<file path="config.mk">
export PLATFORM = sky130hd
export DESIGN_NAME = dispense_sequencer_flat
export DESIGN_NICKNAME = d
export VERILOG_FILES = /design/src/rtl/cafe_pkg.sv /design/src/rtl/dispense_sequencer_if.sv /design/src/rtl/recipe_rom.sv /design/src/rtl/dispense_sequencer.sv /design/src/flat_wrapper.sv
export SDC_FILE = /design/constraint.sdc
export NUM_CORES = 1
export LEC_CHECK = 0
export CAP_MARGIN = 20
export CORE_MARGIN = 2
export CORE_UTILIZATION = 35
export DETAILED_ROUTE_END_ITERATION = 7
export PLACE_DENSITY = 0.6
export SYNTH_ARGS = -nofsm -noshare
export SYNTH_HDL_FRONTEND = slang
export SYNTH_HIERARCHICAL = 1
export SYNTH_SLANG_ARGS = --single-unit
</file>
<file path="constraint.sdc">
create_clock -name clk_fpga -period 3.4 [get_ports clk_fpga]
set_clock_uncertainty 0.1 [all_clocks]
set_input_delay 0.68 -clock clk_fpga [delete_from_list [all_inputs] [get_ports clk_fpga]]
set_output_delay 0.68 -clock clk_fpga [all_outputs]
set_load 0.1 [all_outputs]
</file>
<file path="src/rtl/cafe_pkg.sv">
// Shared types for the coffee machine dispense sequencer:
// step states, drink codes, recipe/dose bundles and step helpers.
package cafe_pkg;

   typedef enum logic [2:0] {
      IDLE,
      AGUA,
      CAFE,
      LECHE,
      CHOCOLATE,
      AZUCAR,
      DONE
   } state_t;

   localparam logic [2:0] SEL_NEGRO     = 3'b000;
   localparam logic [2:0] SEL_CON_LECHE = 3'b001;
   localparam logic [2:0] SEL_CAPUCHINO = 3'b010;
   localparam logic [2:0] SEL_CHOCOLATE = 3'b011;
   localparam logic [2:0] SEL_AGUA      = 3'b100;

   typedef struct packed {
      logic       valid;
      logic [3:0] agua;
      logic [3:0] cafe;
      logic [3:0] leche;
      logic [3:0] choc;
   } recipe_t;

   typedef struct packed {
      logic [3:0] agua;
      logic [3:0] cafe;
      logic [3:0] leche;
      logic [3:0] choc;
      logic [3:0] azucar;
   } doses_t;

   // First step after cur with a nonzero dose; DONE when none remain.
   function automatic state_t next_step(state_t cur, doses_t d);
      state_t nxt;
      nxt = DONE;
      if (cur < AZUCAR && d.azucar != 4'd0)
         nxt = AZUCAR;
      if (cur < CHOCOLATE && d.choc != 4'd0)
         nxt = CHOCOLATE;
      if (cur < LECHE && d.leche != 4'd0)
         nxt = LECHE;
      if (cur < CAFE && d.cafe != 4'd0)
         nxt = CAFE;
      if (cur < AGUA && d.agua != 4'd0)
         nxt = AGUA;
      return nxt;
   endfunction

   function automatic logic [3:0] step_units(state_t st, doses_t d);
      logic [3:0] u;
      unique case (st)
         AGUA:      u = d.agua;
         CAFE:      u = d.cafe;
         LECHE:     u = d.leche;
         CHOCOLATE: u = d.choc;
         AZUCAR:    u = d.azucar;
         default:   u = 4'd0;
      endcase
      return u;
   endfunction

endpackage

</file>
<file path="src/rtl/dispense_sequencer_if.sv">
// Selection/valve bundle between payment logic, sequencer
// and the machine's LED/valve outputs.
interface dispense_sequencer_if;

   logic       start;
   logic [2:0] sel;
   logic [1:0] azucar_lvl;
   logic       abort;
   logic       led_agua;
   logic       led_cafe;
   logic       led_leche;
   logic       led_chocolate;
   logic       led_azucar;
   logic       busy;
   logic       enable_fin;
   logic       err;
   logic       aborted;

   modport master (
      output start, sel, azucar_lvl, abort,
      input  led_agua, led_cafe, led_leche,
      input  led_chocolate, led_azucar,
      input  busy, enable_fin, err, aborted
   );

   modport slave (
      input  start, sel, azucar_lvl, abort,
      output led_agua, led_cafe, led_leche,
      output led_chocolate, led_azucar,
      output busy, enable_fin, err, aborted
   );

endinterface

</file>
<file path="src/rtl/recipe_rom.sv">
// Drink code to per-ingredient dosing units (agua/cafe/leche/choc).
// Unknown codes return an all-zero, invalid recipe.
import cafe_pkg::*;

module recipe_rom (
   input  logic [2:0] sel,
   output recipe_t    recipe
);

   always_comb begin
      recipe = '0;
      case (sel)
         SEL_NEGRO:     recipe = '{1'b1, 4'd4, 4'd2, 4'd0, 4'd0};
         SEL_CON_LECHE: recipe = '{1'b1, 4'd2, 4'd2, 4'd3, 4'd0};
         SEL_CAPUCHINO: recipe = '{1'b1, 4'd1, 4'd2, 4'd4, 4'd1};
         SEL_CHOCOLATE: recipe = '{1'b1, 4'd2, 4'd0, 4'd3, 4'd3};
         SEL_AGUA:      recipe = '{1'b1, 4'd6, 4'd0, 4'd0, 4'd0};
         default:       recipe = '0;
      endcase
   end

endmodule

</file>
<file path="src/rtl/dispense_sequencer.sv">
// Opens one ingredient valve at a time for the latched recipe,
// then pulses enable_fin; abort cancels an active sequence.
import cafe_pkg::*;

module dispense_sequencer #(
   parameter int TICKS_PER_UNIT = 50_000_000
) (
   input logic           clk_fpga,
   input logic           rst,
   dispense_sequencer_if.slave bus
);

   localparam int TW =
      (TICKS_PER_UNIT > 1) ? $clog2(TICKS_PER_UNIT) : 1;
   localparam logic [TW-1:0] TICK_LAST = TW'(TICKS_PER_UNIT - 1);

   state_t        state;
   state_t        state_nxt;
   doses_t        doses;
   doses_t        doses_nxt;
   recipe_t       recipe;
   logic [TW-1:0] tick;
   logic [3:0]    units;
   logic          load;
   logic          run;
   logic          step_end;
   logic          err_nxt;
   logic          abort_nxt;
   logic          agua;
   logic          cafe;
   logic          leche;
   logic          choc;
   logic          azucar;
   logic          busy;
   logic          fin;
   logic          err;
   logic          aborted;

   recipe_rom u_rom (
      .sel    (bus.sel),
      .recipe (recipe)
   );

   assign step_end = (tick == TICK_LAST) && (units == 4'd1);

   always_comb begin
      state_nxt = state;
      doses_nxt = doses;
      load      = 1'b0;
      run       = 1'b0;
      err_nxt   = 1'b0;
      abort_nxt = 1'b0;
      unique case (state)
         IDLE: begin
            if (bus.start) begin
               if (recipe.valid) begin
                  doses_nxt = '{recipe.agua, recipe.cafe,
                                recipe.leche, recipe.choc,
                                {2'b00, bus.azucar_lvl}};
                  state_nxt = next_step(IDLE, doses_nxt);
                  load      = 1'b1;
               end else begin
                  err_nxt = 1'b1;
               end
            end
         end
         DONE: state_nxt = IDLE;
         default: begin
            // abort beats a step's final tick
            if (bus.abort) begin
               state_nxt = IDLE;
               abort_nxt = 1'b1;
            end else begin
               run = 1'b1;
               if (step_end) begin
                  state_nxt = next_step(state, doses);
                  load      = 1'b1;
               end
            end
         end
      endcase
   end

   always_ff @(posedge clk_fpga or negedge rst) begin
      if (!rst) begin
         state   <= IDLE;
         doses   <= '0;
         tick    <= '0;
         units   <= '0;
         agua    <= 1'b0;
         cafe    <= 1'b0;
         leche   <= 1'b0;
         choc    <= 1'b0;
         azucar  <= 1'b0;
         busy    <= 1'b0;
         fin     <= 1'b0;
         err     <= 1'b0;
         aborted <= 1'b0;
      end else begin
         state <= state_nxt;
         doses <= doses_nxt;
         if (load) begin
            tick  <= '0;
            units <= step_units(state_nxt, doses_nxt);
         end else if (run) begin
            if (tick == TICK_LAST) begin
               tick  <= '0;
               units <= units - 4'd1;
            end else begin
               tick <= tick + 1'b1;
            end
         end
         // outputs decode the state being entered
         agua    <= (state_nxt == AGUA);
         cafe    <= (state_nxt == CAFE);
         leche   <= (state_nxt == LECHE);
         choc    <= (state_nxt == CHOCOLATE);
         azucar  <= (state_nxt == AZUCAR);
         busy    <= (state_nxt != IDLE);
         fin     <= (state_nxt == DONE);
         err     <= err_nxt;
         aborted <= abort_nxt;
      end
   end

   assign bus.led_agua      = agua;
   assign bus.led_cafe      = cafe;
   assign bus.led_leche     = leche;
   assign bus.led_chocolate = choc;
   assign bus.led_azucar    = azucar;
   assign bus.busy          = busy;
   assign bus.enable_fin    = fin;
   assign bus.err           = err;
   assign bus.aborted       = aborted;

endmodule

</file>
<file path="src/flat_wrapper.sv">
// flat-port wrapper written by rule: the top's interface ports become plain ports
module dispense_sequencer_flat 
#(
   parameter int TICKS_PER_UNIT = 50_000_000
)
  (clk_fpga, rst, bus_start, bus_sel, bus_azucar_lvl, bus_abort, bus_led_agua, bus_led_cafe, bus_led_leche, bus_led_chocolate, bus_led_azucar, bus_busy, bus_enable_fin, bus_err, bus_aborted);
  dispense_sequencer_if bus_i ();
  input logic clk_fpga;
  input logic rst;
  input wire logic [$bits(bus_i.start)-1:0] bus_start;
  input wire logic [$bits(bus_i.sel)-1:0] bus_sel;
  input wire logic [$bits(bus_i.azucar_lvl)-1:0] bus_azucar_lvl;
  input wire logic [$bits(bus_i.abort)-1:0] bus_abort;
  output wire logic [$bits(bus_i.led_agua)-1:0] bus_led_agua;
  output wire logic [$bits(bus_i.led_cafe)-1:0] bus_led_cafe;
  output wire logic [$bits(bus_i.led_leche)-1:0] bus_led_leche;
  output wire logic [$bits(bus_i.led_chocolate)-1:0] bus_led_chocolate;
  output wire logic [$bits(bus_i.led_azucar)-1:0] bus_led_azucar;
  output wire logic [$bits(bus_i.busy)-1:0] bus_busy;
  output wire logic [$bits(bus_i.enable_fin)-1:0] bus_enable_fin;
  output wire logic [$bits(bus_i.err)-1:0] bus_err;
  output wire logic [$bits(bus_i.aborted)-1:0] bus_aborted;
  assign bus_i.start = bus_start;
  assign bus_i.sel = bus_sel;
  assign bus_i.azucar_lvl = bus_azucar_lvl;
  assign bus_i.abort = bus_abort;
  assign bus_led_agua = bus_i.led_agua;
  assign bus_led_cafe = bus_i.led_cafe;
  assign bus_led_leche = bus_i.led_leche;
  assign bus_led_chocolate = bus_i.led_chocolate;
  assign bus_led_azucar = bus_i.led_azucar;
  assign bus_busy = bus_i.busy;
  assign bus_enable_fin = bus_i.enable_fin;
  assign bus_err = bus_i.err;
  assign bus_aborted = bus_i.aborted;
  dispense_sequencer #(.TICKS_PER_UNIT(TICKS_PER_UNIT)) u_core (.clk_fpga(clk_fpga), .rst(rst), .bus(bus_i));
endmodule
</file>
# [After elaboration in Yosys (flattened, before gate mapping)]
# Cells that the tools add are included.
[word_totals] reg_bits=62 word_cells=98 output_inout_bits=9 inputBits=9
[op_classes] n_lt_le_gt_ge=5 addsub=2 reduce_logical=23 muxes=38 eq_ne=13
[ops] op="$pmux W17 S5" n=1
[ops] op="$mux W26" n=3
[ops] op="$mux W20" n=3
[ops] op="$reduce_bool A4 Y1" n=9
[ops] op="$mux W3" n=10
[ops] op="$add A26 B1 Y26 const B" n=1
[ops] op="$eq A26 B26 Y1 const B" n=1
[ops] op="$pmux W4 S5" n=1
[ops] op="$eq A3 B3 Y1 const B" n=5
[ops] op="$eq A3 B2 Y1 const B" n=4
[ops] op="$mux W4" n=3
[ops] op="$mux W1" n=11
[ops] op="$mux W2" n=4
[ops] op="$eq A3 B1 Y1 const B" n=2
[ops] op="$logic_and A1 B1 Y1" n=6
[ops] op="$logic_not A3 Y1" n=2
[ops] op="$lt A3 B2 Y1 const B" n=2
[ops] op="$lt A3 B3 Y1 const B" n=2
[ops] op="$pmux W3 S2" n=1
[ops] op="$reduce_bool A2 Y1" n=3
[ops] op="$eq A4 B1 Y1 const B" n=1
[ops] op="$sub A4 B1 Y4 const B" n=1
[ops] op="$lt A3 B1 Y1 const B" n=1
[ops] op="$reduce_bool A3 Y1" n=1
[ops] op="other kinds (3)" n=3

# [Logic depth before layout (Yosys ltp)]
[logic_depth] depth_word=13 depth_mapped=13 ltp_nobuf=11

# [Cells and area by module]
# Netlist, hierarchy kept.
[by_module_without_submodules] mod="dispense_sequencer" seq_area_each_um2=1551.5 area_each_um2=3345.7 cells_per_inst=374 n_inst=1
[by_module_without_submodules] mod="recipe_rom" seq_area_each_um2=0.0 area_each_um2=123.9 cells_per_inst=18 n_inst=1

# [Worst setup path after synthesis]
# No wires, ideal clock.
[synth_path] kind="in2reg" startpoint="input bus_sel[1]" endpoint="register u_core.tick[9]" required_ns=3.234 path_buffers=1 setup_ns=0.066 arrival_ns=3.160 slack_ns=0.074 cell_stages=12 cell_sequence="nor2b_2 > and2b_1 > nor4_1 > o311ai_0 > and3_1 > a311oi_2 > inv_2 > a2111oi_4 > buf_6 > a21oi_2 > or4_1 > nand2_1"
[synth_between] elab_chain_cells=6 word_cells_on_any_way=11 cone_classes="4 x eq/ne; 5 x mux; 2 x reduce/logical"
[synth_rtl] element="from (decl)" line="flat_wrapper.sv:11" text="input wire logic [$bits(bus_i.sel)-1:0] bus_sel;"
[synth_rtl] element="$eq A3 B3 Y1 (tied with other cells)" line="recipe_rom.sv:12" text="case (sel)"
[synth_rtl] element="$pmux W17 S5 (*)" line="recipe_rom.sv:12"
[synth_rtl] element="$mux W1 (*)" line="dispense_sequencer.sv:56" text="if (recipe.valid) begin"
[synth_rtl] element="$mux W1 (*)" line="dispense_sequencer.sv:55" text="if (bus.start) begin"
[synth_rtl] element="$pmux W1 S2 (*)" line="dispense_sequencer.sv:53" text="unique case (state)"
[synth_rtl] element="$mux W26 / $reduce_bool A2 Y1 (equally long branches)"
[synth_rtl] element="to (signal assigned)" line="dispense_sequencer.sv:110" text="tick <= tick + 1'b1;"
[synth_rtl] element="to (decl)" line="dispense_sequencer.sv:22" text="logic [TW-1:0] tick;"
# Every way passes the cells marked *; elsewhere a longest branch is shown, timed or not.
# A chain may end at the register's enable or synchronous reset.

# [Worst setup path after layout]
[layout_path] startpoint="register u_core.tick[16]" endpoint="register u_core.units[1]"
[layout_between] elab_chain_cells=8 word_cells_on_any_way=18 cone_classes="6 x eq/ne; 8 x mux; 4 x reduce/logical"
[layout_rtl] element="$eq A26 B26 Y1 (*)" line="dispense_sequencer.sv:44, dispense_sequencer.sv:106"
[layout_rtl] element="$logic_and A1 B1 Y1" line="dispense_sequencer.sv:44" text="assign step_end = (tick == TICK_LAST) && (units == 4'd1);"
[layout_rtl] element="$mux W3" line="dispense_sequencer.sv:75" text="if (step_end) begin"
[layout_rtl] element="$mux W3" line="dispense_sequencer.sv:70" text="if (bus.abort) begin"
[layout_rtl] element="$pmux W3 S2" line="dispense_sequencer.sv:53"
[layout_rtl] element="$eq A3 B3 Y1 (tied with other cells)" line="cafe_pkg.sv:56" text="unique case (st)"
[layout_rtl] element="$pmux W4 S5" line="cafe_pkg.sv:56"
[layout_rtl] element="$mux W4" line="dispense_sequencer.sv:102" text="if (load) begin"
[layout_rtl] element="to (signal assigned)" line="dispense_sequencer.sv:104" text="units <= step_units(state_nxt, doses_nxt);"
[layout_rtl] element="to (signal assigned)" line="dispense_sequencer.sv:108" text="units <= units - 4'd1;"
[layout_rtl] element="to (decl)" line="dispense_sequencer.sv:23" text="logic [3:0] units;"
# Marked as above.

==> results.json <==
{
  "outcome": "finished, final reports clean",
  "globalRouteOverflowTotal": 0,
  "sequentialPowerShare_pct": 45.4,
  "antenna_cells_inserted": 0,
  "synth_ff_type": "sky130_fd_sc_hd__dfrtp_1",
  "via_count": 3058,
  "die_height_um": 104,
  "placementRows": 36,
  "root_buffer": "sky130_fd_sc_hd__clkbuf_8",
  "timing.final.crit_period_ns": 3.30,
  "synthDominantCellAreaShare_pct": 44.7,
  "reg2reg_slack_ns": 0.1,
  "rsz0062_at_grt": "true",
  "post_synthesis_instance_total": 392,
  "design.die.area_um2": 10700,
  "clk_pin_slew_ns": 0.07,
  "final_design_area_no_fill_um2": 4400,
  "min-delay-path-class": "input port to async pin",
  "rr_worst_depth": 15,
  "core_region_area_um2": 9680,
  "setup-tns-final_ns": 0,
  "syn_area_per_cell_um2": 8.85,
  "antenna_left": 0,
  "power_density_nw_per_um2": 468,
  "worst_slew_pin_slew_ns": 0.691,
  "synth.cell_area_um2": 3470,
  "top_cell_type_by_total_area_after_synthesis": "sky130_fd_sc_hd__dfrtp_1",
  "drc": 0,
  "achievable-frequency_ghz": 0.303,
  "post_drt_via_cell_ratio": 5.07,
  "post-route-period-util_pct": 97.1,
  "area_grow_syn2layout_pct": 26.9,
  "ctsHoldBuffers": 0,
  "start_util_pct": 35.8,
  "internal_power_w": 0.00136,
  "timing_hold_violations_final": 0,
  "final_max_slew_viol_count": 0,
  "dp.final_hpwl_mm": 6.39,
  "clkLatencyLatePin_ns": 0.33,
  "worst_setup_path_end_kind": "flip-flop",
  "timing.max_cap.violations": 0,
  "worst_ep_arrival_time_ns": 3.45,
  "power.switching_fraction_pct": 34.1,
  "synth_seq_area_share_pct": 44.7,
  "power.ir.vdd_worst_mv": 0.326,
  "dieWidth_um": 104,
  "ff_latch_count_synth": 62,
  "clock_buffer_count_from_cts": 9,
  "cp.required_ns": 3.55,
  "yosys_warnings": 6,
  "cp_max_fo": 6,
  "numClockSinks": 62,
  "drt_initial_violations": 124,
  "start_kind": "flip-flop",
  "ctsHtreeMaxLevel": 3,
  "total_switching_power_w": 0.000703,
  "post_drt_wl_per_cell_um": 14.5,
  "cts_tree": "built",
  "antenna_found_initial": 0,
  "clk_path_buf_depth": 2,
  "static-leakage-power_nw": 2.01,
  "slew_headroom_pct": 53.5,
  "port_buffers": 17,
  "first_pass_drt_iterations": 5,
  "wire_length_of_the_first_global_routing_pass_mm": 14.8,
  "comb_power_share_pct": 27.2,
  "asyncSetResetFlopFracSynth_pct": 100,
  "grt_pass1_vias": 2955,
  "placed_area_um2": 4060,
  "maximum_number_of_pins_on_one_net_before_global_route_repair": 49,
  "top_cells_by_area_in_the_synthesized_netlist": "sky130_fd_sc_hd__dfrtp_1 (45%), sky130_fd_sc_hd__nand2_1 (8.2%), sky130_fd_sc_hd__nor2_1 (3.5%), sky130_fd_sc_hd__nand3_1 (2.3%), sky130_fd_sc_hd__o21ai_0 (2.3%)",
  "timing.setup.critical_path_class": "flip-flop to flip-flop",
  "synth_enable_flop_cells": 0,
  "yosysUniqueCellTypes": 61,
  "critical_path.reg2reg.endpoint": "u_core/units[1]$_DFFE_PN0P_",
  "worstReg2RegStart": "u_core/tick[16]$_DFFE_PN0P_",
  "drt-total-wl_mm": 8.76,
  "drive_gt1_share_pct": 24.0,
  "grt_util_all_layers_pct": 17.1,
  "pwr-share-clk_pct": 27.4,
  "ios": 18,
  "timing.final.setup_violations": 0,
  "final_net_count": 477,
  "gpl.final_weighted_congestion": 0.837
}
critical path: stages, from the launching register on:
cell and delay [ns]:
sky130_fd_sc_hd__dfrtp_2 0.44, sky130_fd_sc_hd__or4bb_1 0.55, sky130_fd_sc_hd__nor4_4 0.41, sky130_fd_sc_hd__and2_4 0.23, sky130_fd_sc_hd__o211ai_1 0.10, sky130_fd_sc_hd__buf_4 0.15, sky130_fd_sc_hd__buf_4 0.12, sky130_fd_sc_hd__buf_4 0.12
sky130_fd_sc_hd__buf_4 0.12, sky130_fd_sc_hd__buf_4 0.12, sky130_fd_sc_hd__buf_6 0.10, sky130_fd_sc_hd__buf_6 0.11, sky130_fd_sc_hd__nand2b_4 0.13, sky130_fd_sc_hd__o211ai_1 0.16, sky130_fd_sc_hd__a31oi_1 0.11, sky130_fd_sc_hd__a21oi_1 0.15
synth_stat cells (2+ instances only):
master and n:
sky130_fd_sc_hd__a31oi_1 2, sky130_fd_sc_hd__and4_1 3, sky130_fd_sc_hd__o31ai_1 7, sky130_fd_sc_hd__buf_4 9, sky130_fd_sc_hd__a21boi_0 2, sky130_fd_sc_hd__a221oi_1 2
sky130_fd_sc_hd__nand3_1 16, sky130_fd_sc_hd__clkbuf_1 11, sky130_fd_sc_hd__o21ai_1 7, sky130_fd_sc_hd__nand2_1 76, sky130_fd_sc_hd__and2_1 6, sky130_fd_sc_hd__mux2i_1 3
sky130_fd_sc_hd__o211ai_1 8, sky130_fd_sc_hd__inv_2 2, sky130_fd_sc_hd__inv_1 10, sky130_fd_sc_hd__dfrtp_1 62, sky130_fd_sc_hd__or4bb_1 2, sky130_fd_sc_hd__and3_1 7
sky130_fd_sc_hd__nor2b_1 2, sky130_fd_sc_hd__or3_1 2, sky130_fd_sc_hd__a211o_1 2, sky130_fd_sc_hd__nand2b_1 7, sky130_fd_sc_hd__a21o_1 3, sky130_fd_sc_hd__xor2_1 2
sky130_fd_sc_hd__o21ai_0 16, sky130_fd_sc_hd__or4_1 7, sky130_fd_sc_hd__nand4b_1 2, sky130_fd_sc_hd__ha_1 3, sky130_fd_sc_hd__nand4_1 6, sky130_fd_sc_hd__nor2_1 32
sky130_fd_sc_hd__a21oi_1 12, sky130_fd_sc_hd__nor3_1 6, sky130_fd_sc_hd__nor4_1 12, sky130_fd_sc_hd__nor2b_2 2, sky130_fd_sc_hd__nor4b_1 3, sky130_fd_sc_hd__buf_2 2
sky130_fd_sc_hd__xnor2_1 8, sky130_fd_sc_hd__mux2_2 4, sky130_fd_sc_hd__nor3b_1 2
routing by layer:
metal  GRT usage [%]  part of all wire, %
met5               0                    0
met4            3.86                  1.0
met3            4.72                  3.8
met2            27.8                   48
met1            22.7                   47
cells by family (layout without fill, tap and decap cells):
group	count (synthesis)	in the layout	share of synthesized area, %
simple gates	199	199	29.4
compound gates	74	74	14.8
flops	62	62	44.7
buf+inv	36	108	5.16
xor+xnor	10	10	2.52
mux	7	7	2.16
fa+ha+maj	3	3	1.08
other cells	1	7	0.108
power groups by stage:
stage / logic (W) / clock network (W) / registers, W
floorplan: 0.000318 / 0 / 0.000973
CTS: 0.000554 / 0.000585 / 0.000934
global route: 0.000622 / 0.000627 / 0.000952
finish: 0.000560 / 0.000565 / 0.000935
global placement: 0.000536 / 0 / 0.000945
detailed placement: 0.000546 / 0 / 0.000947
per-stage QoR:
step           hold WS [ns]  cells  power, W  setup WS, ns  utilization, %
2_1_floorplan         0.284    398   0.00129        0.0744               -
3_3_place_gp          0.392    576   0.00148        -0.510            41.9
3_5_place_dp          0.392    576   0.00149        -0.605            41.9
4_1_cts               0.412    599   0.00207       0.00972            44.7
5_1_grt              0.0908    603   0.00220       -0.0433            45.5
6_report              0.106    603   0.00206        0.0972            45.5
cell type report:
cell class	instances	area, um^2
clock inverter	4	22.5
clock buffer	12	145
sequential	62	1550
fill	974	5280
tap	133	166
timing repair buffer	80	639
inverter	12	45.0
multi-input combinational	300	1830
worst max path at each step:
| stage | startpoint | end | slack, ns | depth (start not counted) |
|---|---|---|---|---|
| finish | u_core/tick[16]$_DFFE_PN0P_ | u_core/units[1]$_DFFE_PN0P_ | 0.1 | 15 |
| global route | u_core/tick[16]$_DFFE_PN0P_ | u_core/tick[2]$_DFFE_PN0P_ | -0.04 | 11 |
| CTS | bus_sel[0] | u_core/units[1]$_DFFE_PN0P_ | 0.01 | 19 |
| detailed placement | bus_sel[1] | u_core/tick[2]$_DFFE_PN0P_ | -0.61 | 15 |
| global placement | bus_sel[1] | u_core/tick[22]$_DFFE_PN0P_ | -0.51 | 13 |
| floorplan | bus_sel[1] | u_core/tick[9]$_DFFE_PN0P_ | 0.07 | 12 |
state kept, by name, summed over array words and instances, names as in the netlist:
signal and count:
u_core/bus.led_leche 1, u_core/bus.led_chocolate 1, u_core/state 3, u_core/bus.err 1, u_core/bus.led_azucar 1, u_core/bus.led_cafe 1, u_core/doses 20, u_core/units 4
u_core/bus.led_agua 1, u_core/tick 26, u_core/bus.aborted 1, u_core/bus.busy 1, u_core/bus.enable_fin 1
placed cells by master (no fill, tap or decap), types with 3 or more instances in the layout:
cell	Yosys	routed
sky130_fd_sc_hd__dfrtp_1	62	60
sky130_fd_sc_hd__and4_1	3	3
sky130_fd_sc_hd__o21ai_0	16	16
sky130_fd_sc_hd__and2_1	6	5
sky130_fd_sc_hd__a21o_1	3	3
sky130_fd_sc_hd__nand2b_1	7	6
sky130_fd_sc_hd__ha_1	3	3
sky130_fd_sc_hd__buf_4	9	68
sky130_fd_sc_hd__clkdlybuf4s50_1	0	4
sky130_fd_sc_hd__o211ai_1	8	8
sky130_fd_sc_hd__and3_1	7	7
sky130_fd_sc_hd__xnor2_1	8	8
sky130_fd_sc_hd__nor2_1	32	31
sky130_fd_sc_hd__buf_6	1	3
sky130_fd_sc_hd__nand4_1	6	6
sky130_fd_sc_hd__clkinv_2	0	3
sky130_fd_sc_hd__conb_1	1	7
sky130_fd_sc_hd__mux2_2	4	4
sky130_fd_sc_hd__inv_1	10	10
sky130_fd_sc_hd__nand3_1	16	16
sky130_fd_sc_hd__nand2_1	76	76
sky130_fd_sc_hd__or4_1	7	6
sky130_fd_sc_hd__a21oi_1	12	11
sky130_fd_sc_hd__mux2i_1	3	3
sky130_fd_sc_hd__nor3_1	6	6
sky130_fd_sc_hd__o31ai_1	7	7
sky130_fd_sc_hd__nor4_1	12	9
sky130_fd_sc_hd__clkbuf_8	0	10
sky130_fd_sc_hd__o21ai_1	7	7
sky130_fd_sc_hd__nor4_2	0	3
repair_timing:
action	in CTS	in global routing
setup endpoints to repair	30	20
pin swaps	9	8
resized for setup	15	8
buffers inserted	8	3
No activity file was read; power rests on OpenSTA's default activity.
